$ cat config.mk
export PLATFORM = sky130hd
export DESIGN_NAME = sync_fifo_param_flat
export DESIGN_NICKNAME = d
export VERILOG_FILES = /design/src/rtl/sync_fifo_param_if.sv /design/src/rtl/sync_fifo_param.sv /design/src/flat_wrapper.sv
export SDC_FILE = /design/constraint.sdc
export NUM_CORES = 1
export LEC_CHECK = 0
export BUFFER_PORTS_ARGS = -buffer_cell sky130_fd_sc_hd__buf_2
export CAP_MARGIN = 20
export CORE_ASPECT_RATIO = 1.2
export CORE_MARGIN = 5
export CORE_UTILIZATION = 35
export DETAILED_ROUTE_END_ITERATION = 10
export MAX_ROUTING_LAYER = met4
export SKIP_CTS_REPAIR_TIMING = 1
export SYNTH_ARGS = -nofsm -noshare
export SYNTH_HDL_FRONTEND = slang
export SYNTH_SLANG_ARGS = --single-unit
$ cat constraint.sdc
create_clock -name clk -period 4.7 [get_ports clk]
set_input_delay 0.705 -clock clk [delete_from_list [all_inputs] [get_ports clk]]
set_output_delay 0.705 -clock clk [all_outputs]
set_load 0.005 [all_outputs]
$ cat src/rtl/sync_fifo_param_if.sv
// Handshake/status bundle between a synchronous FIFO and its producer/consumer.
// The master side drives requests; the slave side is the FIFO itself.
interface sync_fifo_param_if #(
    parameter int DATA_W = 8,
    parameter int DEPTH  = 8
);
    localparam int CW = $clog2(DEPTH) + 1;

    logic              wr;
    logic [DATA_W-1:0] data_in;
    logic              rd;
    logic              err_clr;
    logic [DATA_W-1:0] data_out;
    logic              data_valid;
    logic              empty;
    logic              full;
    logic              almost_empty;
    logic              almost_full;
    logic [CW-1:0]     fifo_cnt;
    logic              overflow;
    logic              underflow;

    modport master (
        output wr, data_in, rd, err_clr,
        input  data_out, data_valid, empty, full, almost_empty, almost_full,
               fifo_cnt, overflow, underflow
    );

    modport slave (
        input  wr, data_in, rd, err_clr,
        output data_out, data_valid, empty, full, almost_empty, almost_full,
               fifo_cnt, overflow, underflow
    );
endinterface

$ cat src/rtl/sync_fifo_param.sv
// Parametrised single-clock FIFO with threshold flags and sticky overflow/underflow.
// Define SYNC_FIFO_FWFT_EN for first-word-fall-through output; default is a registered read.
module sync_fifo_param #(
    parameter int DATA_W    = 8,
    parameter int DEPTH     = 8,
    parameter int AF_THRESH = DEPTH - 2,
    parameter int AE_THRESH = 2
) (
    input  logic             clk,
    input  logic             rst,
    sync_fifo_param_if.slave bus
);
    localparam int AW = $clog2(DEPTH);
    localparam int CW = AW + 1;
    localparam logic [CW-1:0] AF_T   = CW'(AF_THRESH);
    localparam logic [CW-1:0] AE_T   = CW'(AE_THRESH);
    localparam logic [CW-1:0] FULL_T = CW'(DEPTH);

    logic [DATA_W-1:0] mem [DEPTH];
    logic [AW-1:0]     wr_ptr;
    logic [AW-1:0]     rd_ptr;
    logic [CW-1:0]     cnt;
    logic              overflow_q;
    logic              underflow_q;
    logic              empty_w;
    logic              full_w;
    logic              rd_ok;
    logic              wr_ok;

    // Flags decode from the registered count, so none depend combinationally on rd/wr.
    assign empty_w = (cnt == '0);
    assign full_w  = (cnt == FULL_T);
    assign rd_ok   = bus.rd & ~empty_w;
    assign wr_ok   = bus.wr & (~full_w | rd_ok);

    always_ff @(posedge clk) begin
        if (rst) begin
            wr_ptr      <= '0;
            rd_ptr      <= '0;
            cnt         <= '0;
            overflow_q  <= 1'b0;
            underflow_q <= 1'b0;
        end else begin
            if (wr_ok) wr_ptr <= wr_ptr + AW'(1);
            if (rd_ok) rd_ptr <= rd_ptr + AW'(1);
            cnt         <= cnt + CW'(wr_ok) - CW'(rd_ok);
            // A new error in the same cycle as err_clr leaves the flag set.
            overflow_q  <= (overflow_q & ~bus.err_clr) | (bus.wr & ~wr_ok);
            underflow_q <= (underflow_q & ~bus.err_clr) | (bus.rd & ~rd_ok);
        end
    end

    always_ff @(posedge clk) begin
        if (wr_ok) mem[wr_ptr] <= bus.data_in;
    end

`ifdef SYNC_FIFO_FWFT_EN
    assign bus.data_out   = empty_w ? '0 : mem[rd_ptr];
    assign bus.data_valid = ~empty_w;
`else
    logic [DATA_W-1:0] dout_q;
    logic              dv_q;

    always_ff @(posedge clk) begin
        if (rst) begin
            dout_q <= '0;
            dv_q   <= 1'b0;
        end else begin
            dv_q <= rd_ok;
            if (rd_ok) dout_q <= mem[rd_ptr];
        end
    end

    assign bus.data_out   = dout_q;
    assign bus.data_valid = dv_q;
`endif

    assign bus.empty        = empty_w;
    assign bus.full         = full_w;
    assign bus.almost_empty = (cnt <= AE_T);
    assign bus.almost_full  = (cnt >= AF_T);
    assign bus.fifo_cnt     = cnt;
    assign bus.overflow     = overflow_q;
    assign bus.underflow    = underflow_q;
endmodule

$ cat src/flat_wrapper.sv
// flat-port wrapper written by rule: the top's interface ports become plain ports
module sync_fifo_param_flat 
#(
    parameter int DATA_W    = 8,
    parameter int DEPTH     = 8,
    parameter int AF_THRESH = DEPTH - 2,
    parameter int AE_THRESH = 2
)
  (clk, rst, bus_wr, bus_data_in, bus_rd, bus_err_clr, bus_data_out, bus_data_valid, bus_empty, bus_full, bus_almost_empty, bus_almost_full, bus_fifo_cnt, bus_overflow, bus_underflow);
  sync_fifo_param_if #(.DATA_W(DATA_W), .DEPTH(DEPTH)) bus_i ();
  input  logic clk;
  input  logic rst;
  input wire logic [$bits(bus_i.wr)-1:0] bus_wr;
  input wire logic [$bits(bus_i.data_in)-1:0] bus_data_in;
  input wire logic [$bits(bus_i.rd)-1:0] bus_rd;
  input wire logic [$bits(bus_i.err_clr)-1:0] bus_err_clr;
  output wire logic [$bits(bus_i.data_out)-1:0] bus_data_out;
  output wire logic [$bits(bus_i.data_valid)-1:0] bus_data_valid;
  output wire logic [$bits(bus_i.empty)-1:0] bus_empty;
  output wire logic [$bits(bus_i.full)-1:0] bus_full;
  output wire logic [$bits(bus_i.almost_empty)-1:0] bus_almost_empty;
  output wire logic [$bits(bus_i.almost_full)-1:0] bus_almost_full;
  output wire logic [$bits(bus_i.fifo_cnt)-1:0] bus_fifo_cnt;
  output wire logic [$bits(bus_i.overflow)-1:0] bus_overflow;
  output wire logic [$bits(bus_i.underflow)-1:0] bus_underflow;
  assign bus_i.wr = bus_wr;
  assign bus_i.data_in = bus_data_in;
  assign bus_i.rd = bus_rd;
  assign bus_i.err_clr = bus_err_clr;
  assign bus_data_out = bus_i.data_out;
  assign bus_data_valid = bus_i.data_valid;
  assign bus_empty = bus_i.empty;
  assign bus_full = bus_i.full;
  assign bus_almost_empty = bus_i.almost_empty;
  assign bus_almost_full = bus_i.almost_full;
  assign bus_fifo_cnt = bus_i.fifo_cnt;
  assign bus_overflow = bus_i.overflow;
  assign bus_underflow = bus_i.underflow;
  sync_fifo_param #(.DATA_W(DATA_W), .DEPTH(DEPTH), .AF_THRESH(AF_THRESH), .AE_THRESH(AE_THRESH)) u_core (.clk(clk), .rst(rst), .bus(bus_i));
endmodule
# After elaboration in Yosys (flattened, before gate mapping)

Memories as Yosys holds them, arrays and structs flattened. A register that Yosys moved wholly into a read port is not among the register bits.
Cells that the tools add are included.

Bits in registers: 13
Memory bits (writable): 64
Output and inout port bits: 19
Logic and storage cells: 31
Memories kept: 1

Memories:

| name       | depth | width | read ports | clocked after Yosys merged registers in | wr ports | line                  | RTL |
|---|---|---|---|---|---|---|---|
| u_core.mem | 8     | 8     | 1          | 1                                       | 1        | sync_fifo_param.sv:19 | `logic [DATA_W-1:0] mem [DEPTH];` |

$add $sub $neg: 4
Magnitude comparators: 2
Equality and inequality tests: 1
Multiplexer cells: 2
Bitwise logic cells: 14
Reduce and logical (&&, ||, !) cells: 1

Operators with widths:

| kind                                                                                 | count |
|---|---|
| 3-bit by 1-bit adder with 3-bit output (second input constant)                       | 2 |
| 1-bit bitwise AND                                                                    | 6 |
| 1-bit NOT                                                                            | 5 |
| 4-bit by 1-bit adder with 4-bit output                                               | 1 |
| 4-bit equality test (second input constant)                                          | 1 |
| 4-bit by 3-bit greater-or-equal comparator with 1-bit output (second input constant) | 1 |
| 4-bit by 2-bit less-or-equal comparator with 1-bit output (second input constant)    | 1 |
| 4-bit zero test                                                                      | 1 |
| 4-bit by 1-bit subtractor with 4-bit output                                          | 1 |
| 1-bit OR                                                                             | 3 |
| 1-bit two-way mux                                                                    | 2 |

# Depth between registers and ports, before layout

Depth after elaboration: 8
Mapped depth: 12
Mapped depth without buffers: 12

# Worst setup path after synthesis

Ideal clock, no wire load.

Kind: register to register
From: register u_core.cnt[3], in the netlist u_core.bus.fifo_cnt[3]
To: register u_core.cnt[2], in the netlist u_core.bus.fifo_cnt[2]
Data arrival time: 2.216 ns
Data required time: 4.585 ns
Slack: 2.369 ns
Cell stages (with the launch flop): 12
Path buffers: 0
Clock period less this slack: 2.331 ns
Cells stage by stage: dfxtp_1 > inv_1 > ha_1 > or3b_4 > nand2_2 > inv_2 > ha_1 > inv_1 > ha_1 > fa_1 > xnor2_1 > nor2_1

Cells in the longest elaborated chain, start to end: 7
Elaborated cells between the ends (all ways): 9
Classes of those cells: 2 x add/sub; 1 x eq/ne; 5 x bitwise; 1 x reduce/logical

Ends and longest elaborated chain:

| what                                            | line                  | RTL |
|---|---|---|
| start, declared                                 | sync_fifo_param.sv:22 | `logic [CW-1:0] cnt;` |
| start signal, assigned                          | sync_fifo_param.sv:46 | `cnt <= cnt + CW'(wr_ok) - CW'(rd_ok);` |
| 4-bit zero test (*)                             | sync_fifo_param.sv:31 | `assign empty_w = (cnt == '0);` |
| 1-bit NOT (*)                                   | sync_fifo_param.sv:33 | `assign rd_ok = bus.rd & ~empty_w;` |
| 1-bit bitwise AND (*)                           | sync_fifo_param.sv:33 |  |
| named net u_core.rd_ok                          | sync_fifo_param.sv:27 | `logic rd_ok;` |
| 1-bit OR                                        | sync_fifo_param.sv:34 | `assign wr_ok = bus.wr & (~full_w \| rd_ok);` |
| 1-bit bitwise AND                               | sync_fifo_param.sv:34 |  |
| 4-bit by 1-bit adder with 4-bit output          | sync_fifo_param.sv:46 |  |
| 4-bit by 1-bit subtractor with 4-bit output (*) | sync_fifo_param.sv:46 |  |

The timed path passes the listed nets; every way through them passes the cells marked *.
A chain may end at the register's enable or synchronous reset.

# Worst setup path after layout

Same ends and word-level chain as after synthesis.

==> summary.txt <==
Worst setup path
  – WS Path Type: reg2reg
  – Cell depth of the worst flop-to-flop path: 11
  – CP top delay family: adder cells
  – WP depth: 11
  – CP startpoint kind: flip-flop
  – Crit path largest cell delay: 0.40 ns
  – Critical Path Source: u_core.bus.fifo_cnt[3]
  – Reg-to-reg endpoint: u_core.bus.fifo_cnt[2]
  – CP Capture Type: flip-flop
  – Cell Chain, Critical Path: inv_1, ha_1, or3b_4, nand2_2, inv_2, ha_1, inv_1, ha_1, fa_1, xnor2_1, nor2_1
  – CP Buf/Inv Count: 3
  – RR Startpoint: u_core.bus.fifo_cnt[3]
  – Cell mode on critical path: ha_1
  – WP data arrival: 2.72 ns
  – WP data required: 4.91 ns
  – Reg2reg setup slack: 2.19 ns
  – Critical Path Slowest Stage Cell: or3b_4
  – Critical Path Fanout Max: 5

Layout
  – Share of cells above drive strength 1: 24.16%
  – Filler cells: 920
  – # diodes: 0
  – Area Overhead vs Synth: 18.42%
  – Layout Nets: 288

Routing
  – Post-route DRC violation count: 0
  – Via density: 5.054
  – WL/cell: ~17 um
  – Via Count: between 1500 and 2000
  – Final WL: 6725 um
  – Antenna Nets Post-Route: 0
  – First-pass DRT Iterations: 6
  – Starting DRT DRC Count: 97

GRT
  – Remaining Overflow, GRT: 0
  – Largest net degree at the start of global routing: 35
  – Overall routing resource usage: between 10% and 20%
  – First-pass GRT wire length: 10730 um
  – Initial antenna violation count: 0
  – Vias in the first global route: 2005

Pwr
  – Pwr Total: 2.275 mW
  – Power per cell area: 556.7 nW/um^2
  – Max VDD drop: 261.7 uV
  – LEAKAGE: 1.494 nW

STA
  – RSZ-0062 raised after global routing: false
  – Final TNS setup: 0 ns
  – Hold slack: 0.4760 ns
  – Period utilization: 53.32%
  – Post-layout min period: between 2 and 3 ns
  – Final hold vios: 0
  – Fin. max-slew vios: 0
  – Clock Skew: around 0.0051 ns
  – Worst slew pin tran: roughly 1.1 ns
  – Max transition margin: ~29%
  – Setup violators final: 0
  – Max Clk Rate: 0.3991 GHz

Hold path
  – Worst hold endpoint: u_core.bus.data_out[7]
  – Hold/Removal Path Class: reg2reg
  – Hold Startpoint: u_core.bus.data_out[7]
  – Hold Path Cell Cnt: 1

Synth
  – FF+latch count, synth: 85
  – Commonest cells post-synth: edfxtp_1 (64), mux2i_1 (32), dfxtp_1 (21)
  – Post-Syn Area: 3451 um^2
  – Synth area leaders: edfxtp_1 (56%), dfxtp_1 (12%), mux2i_1 (9.3%), a22oi_1 (3.7%), ha_1 (3.6%)
  – Ys flop type: edfxtp_1
  – Most common cell in the netlist: edfxtp_1
  – Syn avg cell area: ~15 um^2
  – Fraction of registers with async set/reset: 0%
  – Share of the synthesized area in the top cell type: 55.69%
  – Syn Inst Count: 226
  – Unique masters post-synth: 34
  – Syn_nets: 250
  – Syn. warnings: 0
  – Number of synthesized flops with an enable pin: 64
  – Seq/Total Area, Yosys: 67.88%
  – Synth area leader: edfxtp_1

Clocking
  – Clk slew on worst S/H paths: roughly 0.060 ns
  – H-tree depth: 3
  – Num CTS Buffers: 9
  – Worst-case clock buffer depth: 2
  – Clk sinks: 85
  – Worst skew pair latency: 0.33 ns
  – Root Driver: clkbuf_16
  – CTS tree: built

Placement
  – Routability Congestion: 0.7140
  – DP Wirelength: 4444 um
  – IO buf count: 31

Run
  – Max-Cap Viols: 0

Floorplanning
  – FP Rows: 39
  – Die W: roughly 100 um
  – Height of the die: 118.8 um
  – Initial core utilization: 36.08%
  – Total die area: 11950 um^2
  – Core Area: 9564 um^2
  – Io pins: 32

Status
  – Outcome: finished clean
-- state kept, by name, summed over array words and instances, names as in the netlist --
name and count:
u_core.rd_ptr 3, u_core.mem 64, u_core.wr_ptr 3, u_core.bus.underflow 1, u_core.bus.fifo_cnt 4, u_core.bus.overflow 1
u_core.bus.data_out 8, u_core.bus.data_valid 1
-- worst max path at each step --
stage	end	slack, ns
2_1_floorplan	u_core.bus.fifo_cnt[2]	2.37
3_3_place_gp	u_core.mem[4][1]	2.24
3_5_place_dp	u_core.mem[4][0]	2.16
4_1_cts	u_core.bus.fifo_cnt[2]	2.18
5_1_grt	u_core.bus.fifo_cnt[2]	2.01
6_report	u_core.bus.fifo_cnt[2]	2.19
-- where the power goes --
part	leakage, nW	switching, mW	internal (mW)	total, mW
combinational	0.581	0.246	0.262	0.508
clock	0.159	0.283	0.483	0.766
sequential	0.754	0.108	0.893	1.00
-- through the flow --
step,utilization (%),instance area [um^2],instances,setup WS [ns]
5_1_grt,42.73,4086,392,2.014
6_report,42.73,4086,392,2.194
4_1_cts,42.67,4081,391,2.177
3_5_place_dp,39.19,3749,375,2.163
3_3_place_gp,39.19,3749,375,2.244
2_1_floorplan,-,3451,226,2.369
-- layer usage --
layer	vias to the layer above	share of wire, %	global-route usage [%]
met4	0	2.3	4.971
met2	63	47	18.45
met1	973	44	15.73
li1	931	-	-
met5	-	0	-
met3	14	5.8	3.418
-- final cells by class --
| type | count | area (um^2) | share of cell area, % |
|---|---|---|---|
| clock buffer | 10 | 239.0 | 5.848 |
| clock inverter | 6 | 93.84 | 2.296 |
| inverter | 11 | 43.79 | 1.072 |
| multi-input combinational | 122 | 1030 | 25.20 |
| sequential | 85 | 2344 | 57.35 |
| tap | 123 | 153.9 | 3.766 |
| timing repair buffer | 35 | 182.7 | 4.470 |
-- kinds of logic after synthesis --
family                     after synthesis  synth area share [%]
AOI/OAI and AO/OA                       33                 7.905
and+or+nand+nor                         40                 6.381
xor gates and xnor gates                 6                 1.741
muxes                                   32                 9.282
adders and majority gates               11                 4.206
DFF                                     85                 67.88
buffers and inverters                   19                 2.610
-- worst register-to-register path, stage by stage, from the launching register on --
cell     delay (ns)
dfxtp_1        0.32
inv_1          0.13
ha_1           0.21
or3b_4         0.40
nand2_2        0.12
inv_2          0.10
ha_1           0.28
inv_1          0.04
ha_1           0.20
fa_1           0.38
xnor2_1        0.15
nor2_1         0.05
-- placed cells by master (no fill, tap or decap), drive strengths merged, types with 2 or more instances in the layout --
| master | instances |
|---|---|
| nand2 | 10 |
| edfxtp | 64 |
| inv | 12 |
| xnor2 | 4 |
| a32o | 9 |
| mux2i | 32 |
| nor2b | 4 |
| bufinv | 2 |
| dfxtp | 21 |
| nor3 | 4 |
| clkbuf | 11 |
| ha | 10 |
| buf | 34 |
| nand2b | 2 |
| nor2 | 14 |
| or3b | 2 |
| a22oi | 17 |
| a21oi | 3 |
| xor2 | 2 |
| clkinv | 2 |
No activity file was read; power rests on OpenSTA's default activity.
